===== src/rtl/lc3_decode_stage.sv =====
// LC3 decode stage: registers the fetched instruction and its npc, and decodes
// the opcode into execute, writeback and memory-access control fields.
// Ports:
//   clock, reset           rising-edge clock, synchronous active-high reset
//   enable_decode          1 = latch dout/npc_in and its decode on this edge
//   dout, npc_in           fetched instruction word and its PC+1
//   IR, npc_out            registered instruction and npc
//   E_Control              {alu_control[1:0], pcselect1[1:0], pcselect2, op2select}
//   W_Control              00 ALU result, 01 memory data, 10 computed PC
//   Mem_Control            1 = indirect access (LDI/STI)
//   decode_valid           1 once a non-reset decode has been latched
//   illegal_op             latched opcode is unsupported (when ILLEGAL_EN=1)
module lc3_decode_stage #(
  parameter int unsigned DATA_WIDTH = 16,
  parameter bit          ILLEGAL_EN = 1'b1
) (
  input  logic                  clock,
  input  logic                  reset,
  input  logic                  enable_decode,
  input  logic [DATA_WIDTH-1:0] dout,
  input  logic [DATA_WIDTH-1:0] npc_in,
  output logic [DATA_WIDTH-1:0] IR,
  output logic [DATA_WIDTH-1:0] npc_out,
  output logic [5:0]            E_Control,
  output logic [1:0]            W_Control,
  output logic                  Mem_Control,
  output logic                  decode_valid,
  output logic                  illegal_op
);

  localparam int unsigned OPC_W = 4;

  localparam logic [OPC_W-1:0] OP_BR  = 4'b0000;
  localparam logic [OPC_W-1:0] OP_ADD = 4'b0001;
  localparam logic [OPC_W-1:0] OP_LD  = 4'b0010;
  localparam logic [OPC_W-1:0] OP_ST  = 4'b0011;
  localparam logic [OPC_W-1:0] OP_AND = 4'b0101;
  localparam logic [OPC_W-1:0] OP_LDR = 4'b0110;
  localparam logic [OPC_W-1:0] OP_STR = 4'b0111;
  localparam logic [OPC_W-1:0] OP_NOT = 4'b1001;
  localparam logic [OPC_W-1:0] OP_LDI = 4'b1010;
  localparam logic [OPC_W-1:0] OP_STI = 4'b1011;
  localparam logic [OPC_W-1:0] OP_JMP = 4'b1100;
  localparam logic [OPC_W-1:0] OP_LEA = 4'b1110;

  // W_Control encodings
  localparam logic [1:0] WB_ALU = 2'b00;
  localparam logic [1:0] WB_MEM = 2'b01;
  localparam logic [1:0] WB_PC  = 2'b10;

  // Common E_Control pattern for PC-relative offset9 addressing: pcs1=01, pcs2=npc
  localparam logic [5:0] E_PCREL9 = 6'b00_01_1_0;

  logic [OPC_W-1:0] opcode;
  logic [5:0]       e_ctrl_c;
  logic [1:0]       w_ctrl_c;
  logic             mem_ctrl_c;
  logic             illegal_c;

  assign opcode = dout[DATA_WIDTH-1 -: OPC_W];

  // Opcode decode; unsupported opcodes fall to the NOP default
  always_comb begin
    e_ctrl_c   = 6'b0;
    w_ctrl_c   = WB_ALU;
    mem_ctrl_c = 1'b0;
    illegal_c  = 1'b0;
    unique case (opcode)
      // op2select=1 picks VSR2; imm5 form (dout[5]=1) clears it
      OP_ADD: e_ctrl_c = {2'b00, 2'b00, 1'b0, ~dout[5]};
      OP_AND: e_ctrl_c = {2'b01, 2'b00, 1'b0, ~dout[5]};
      OP_NOT: e_ctrl_c = 6'b10_00_0_1;
      OP_BR:  e_ctrl_c = E_PCREL9;
      OP_JMP: e_ctrl_c = 6'b00_11_0_0;
      OP_LD: begin
        e_ctrl_c = E_PCREL9;
        w_ctrl_c = WB_MEM;
      end
      OP_LDI: begin
        e_ctrl_c   = E_PCREL9;
        w_ctrl_c   = WB_MEM;
        mem_ctrl_c = 1'b1;
      end
      OP_LEA: begin
        e_ctrl_c = E_PCREL9;
        w_ctrl_c = WB_PC;
      end
      OP_ST:  e_ctrl_c = E_PCREL9;
      OP_STI: begin
        e_ctrl_c   = E_PCREL9;
        mem_ctrl_c = 1'b1;
      end
      OP_LDR: begin
        e_ctrl_c = 6'b00_10_0_0;
        w_ctrl_c = WB_MEM;
      end
      OP_STR: e_ctrl_c = 6'b00_10_0_0;
      default: illegal_c = ILLEGAL_EN;
    endcase
  end

  // Pipeline register: reset wins over enable; enable low holds everything
  always_ff @(posedge clock) begin
    if (reset) begin
      IR           <= '0;
      npc_out      <= '0;
      E_Control    <= '0;
      W_Control    <= '0;
      Mem_Control  <= 1'b0;
      decode_valid <= 1'b0;
      illegal_op   <= 1'b0;
    end else if (enable_decode) begin
      IR           <= dout;
      npc_out      <= npc_in;
      E_Control    <= e_ctrl_c;
      W_Control    <= w_ctrl_c;
      Mem_Control  <= mem_ctrl_c;
      decode_valid <= 1'b1;
      illegal_op   <= illegal_c;
    end
  end

endmodule


===== config.mk =====
export PLATFORM = sky130hd
export DESIGN_NAME = lc3_decode_stage
export DESIGN_NICKNAME = d
export VERILOG_FILES = /design/src/rtl/lc3_decode_stage.sv
export SDC_FILE = /design/constraint.sdc
export NUM_CORES = 1
export LEC_CHECK = 0
export BUFFER_PORTS_ARGS = -buffer_cell sky130_fd_sc_hd__buf_4
export CAP_MARGIN = 20
export CORE_ASPECT_RATIO = 1.5
export CORE_MARGIN = 3
export CORE_UTILIZATION = 36
export CTS_BUF_LIST = sky130_fd_sc_hd__clkbuf_4 sky130_fd_sc_hd__clkbuf_8
export DETAILED_ROUTE_END_ITERATION = 6
export REMOVE_ABC_BUFFERS = 1
export SETUP_SLACK_MARGIN = 0.5
export SLEW_MARGIN = 20
export SYNTH_ARGS = -nofsm -noshare
export SYNTH_HDL_FRONTEND = slang
export SYNTH_SLANG_ARGS = --single-unit

===== constraint.sdc =====
create_clock -name clock -period 1.3 [get_ports clock]
set_input_delay 0.195 -clock clock [delete_from_list [all_inputs] [get_ports clock]]
set_output_delay 0.195 -clock clock [all_outputs]
set_load 0.05 [all_outputs]

==> summary.txt <==
Clk sinks -> 43
Number of diodes -> 0
Final min period -> 0.990 ns
Switching part of the total -> 0.290
Root Driver -> clkbuf_8
VDD IR max -> 0.829 mV
First-pass GRT wire length -> 6.72 mm
Tightest Pin Transition -> 0.261 ns
Total GRT Usage -> 0.163
Psw -> 922 µW
Worst setup SP type -> register
Register area share after synthesis -> 0.519
Largest cells by area after synthesis -> dfxtp_1 52%, mux2i_1 19%, nor2_1 8.4%
Internal power -> 2260 µW
Critical path fanouts, max -> 2
Worst path max stage delay -> 0.36 ns
Worst clock skew -> 0 ns
Clock power frac -> 0.289
Power Dens Cells -> 1120 nW/µm²
Crit path DAT -> 0.79 ns
Pins Over Slew Limit -> 0
Crit path max-delay family -> flip-flops
Unique masters post-synth -> 23
Placed cell count -> 279
CTS hold repair buffers -> 0
Final Net Count -> 282
GR Overflow Total -> 0
Row count -> 29
Area Growth Syn to Fin -> 70.9%
Maxcap violations -> 0
Die X-Extent -> 61.4 µm
Synth top area share -> 0.519
Vias per std cell -> 4.90
Top post-synthesis cells by count -> 43 x dfxtp_1, 37 x nor2_1, 32 x mux2i_1
CTS max path bufs -> 2
Fraction of layout cells with a size suffix above 1 -> 0.565
Final cycle utilization of the critical path -> 0.761
Crit Path Category -> register to output port
Worst Hold Class -> input port to register
Comb power frac -> 0.249
Global placer's final weighted congestion -> 0.813
Pwr Total -> 3180 µW
TNS Setup -> 0 ns
Buf/Inv on CP -> 1
Number of global-route vias before repair -> 1394
EDFF count, synth -> 0
Sequential power share -> 0.462
Req. time, crit path -> 1.11 ns
DP HPWL -> 2.97 mm
Boundary Pins -> 78
RSZ-0062 raised after global routing -> yes
Count leader, synth -> dfxtp_1
Hold path cells -> 3
Antenna violations before repair -> 0
CP cell instances -> buf_8
Cell depth of the worst setup path -> 1
Finish-stage setup viols -> 0
Met1 Wirelength -> 1.61 mm
Final hold violations -> 0
Via count -> 1442
Initial Util -> 0.384
Die height -> 89.1 µm
CP max stage cell -> dfxtp_2
R2R depth -> 3
Total CTS buffers -> 5
Top routing layer used -> met4
Fraction of registers with async set/reset -> 0
Routed WL per cell -> 14.9 µm
DRC Markers -> 0
CTS tree -> done
Die Area -> 5470 µm²
Largest net degree at the start of global routing -> 37
Port-buffer cells -> 77
Clk slew on worst S/H paths -> 0.08 ns
Area leader, netlist -> dfxtp_1
Post-Route Utilization -> 0.656
Synthesized cell area -> 1660 µm²
Crit end category -> output port
Synthesis Warnings -> 0
Area of the core -> 4320 µm²
FF+latch count, synth -> 43
Final ANT Viol Nets -> 0
Outcome -> finished, final reports clean
First-pass iteration count of the detailed router -> 4
Initial drt markers -> 55
Met2 wire length -> 2.49 mm
Detail Route met3 WL -> 227 µm
Max Fclk -> 1010 MHz
Clk Latency, worst-skew pair -> 0.29 ns
Final WL -> 4.38 mm
P_leak -> 0.00130 µW
Slew Limit Headroom -> 0.826
Ys flop type -> dfxtp_1
Placed cell area -> 2280 µm²
H-Tree Depth -> 2
Mean Syn Cell Area -> 9.99 µm²
Non-Filler Instances -> 294
Cells after Synth -> 166
Post-route cell area -> 2830 µm²
-- path summary, 6_finish.rpt --
check                  to    startpoint  slack, ns
max                IR[14]        IR[14]       0.31
min                 IR[0]       dout[0]       0.14
max reg2reg  E_Control[2]  E_Control[2]       0.51
min reg2reg  E_Control[5]  E_Control[5]       0.49
-- routing by layer --
| metal | global-route usage | up-vias |
|---|---|---|
| met5 | 0 | - |
| met4 | 0.0579 | 0 |
| met3 | 0.0361 | 6 |
| met2 | 0.289 | 43 |
| met1 | 0.187 | 675 |
| li1 | - | 718 |
-- state kept, by name, indices dropped and copies added, names as in the netlist --
signal        count
E_Control         6
IR               16
Mem_Control       1
W_Control         2
decode_valid      1
illegal_op        1
npc_out          16
-- through the flow --
step	setup WS [ns]	hold WS (ns)
global placement	0.131	0.428
CTS	0.299	0.127
finish	0.310	0.139
detailed placement	0.0876	0.436
global route	0.269	0.127
floorplan	0.290	0.264
-- power groups by stage --
stage,combinational [µW],sequential [µW],clock (µW)
final,793,1470,918
after global routing,836,1480,1020
after CTS,767,1470,955
after detailed placement,674,1460,0
after global placement,663,1450,0
after floorplan,127,1700,0
-- what timing repair did --
action,in CTS,in global routing
endpoints found under the setup margin,45,45
setup buffers,2,5
pin swaps,4,2
resized for setup,121,14
-- cell families after synthesis --
| kind of cell | Yosys count | share of synthesized area |
|---|---|---|
| mux | 32 | 0.193 |
| simple gates | 65 | 0.196 |
| compound gates | 12 | 0.0506 |
| flops | 43 | 0.519 |
| buf+inv | 14 | 0.0408 |
-- layout by cell type (no fill, tap or decap), types with 3 or more instances in the layout --
master    Yosys  routed
nand2b_1      9       9
nor2_1       37      37
a21oi_1       7       7
dfxtp_2       0      43
buf_8         0      43
and2b_1       3       3
buf_4         0      38
nor2b_1       3       3
buf_6         1       3
nand3_1       4       4
buf_12        0       3
mux2i_1      32      32
clkbuf_8      0       7
-- area by class of cell --
type	instances	area, µm²
inverters	1	3.75
repair buffers	87	1020
clock inverters	1	7.51
multi-input cells	109	729
clock buffers	7	96.3
fillers	345	1480
flip-flops and latches	43	915
well taps	46	57.6
Power figures use the tool's default switching activity.
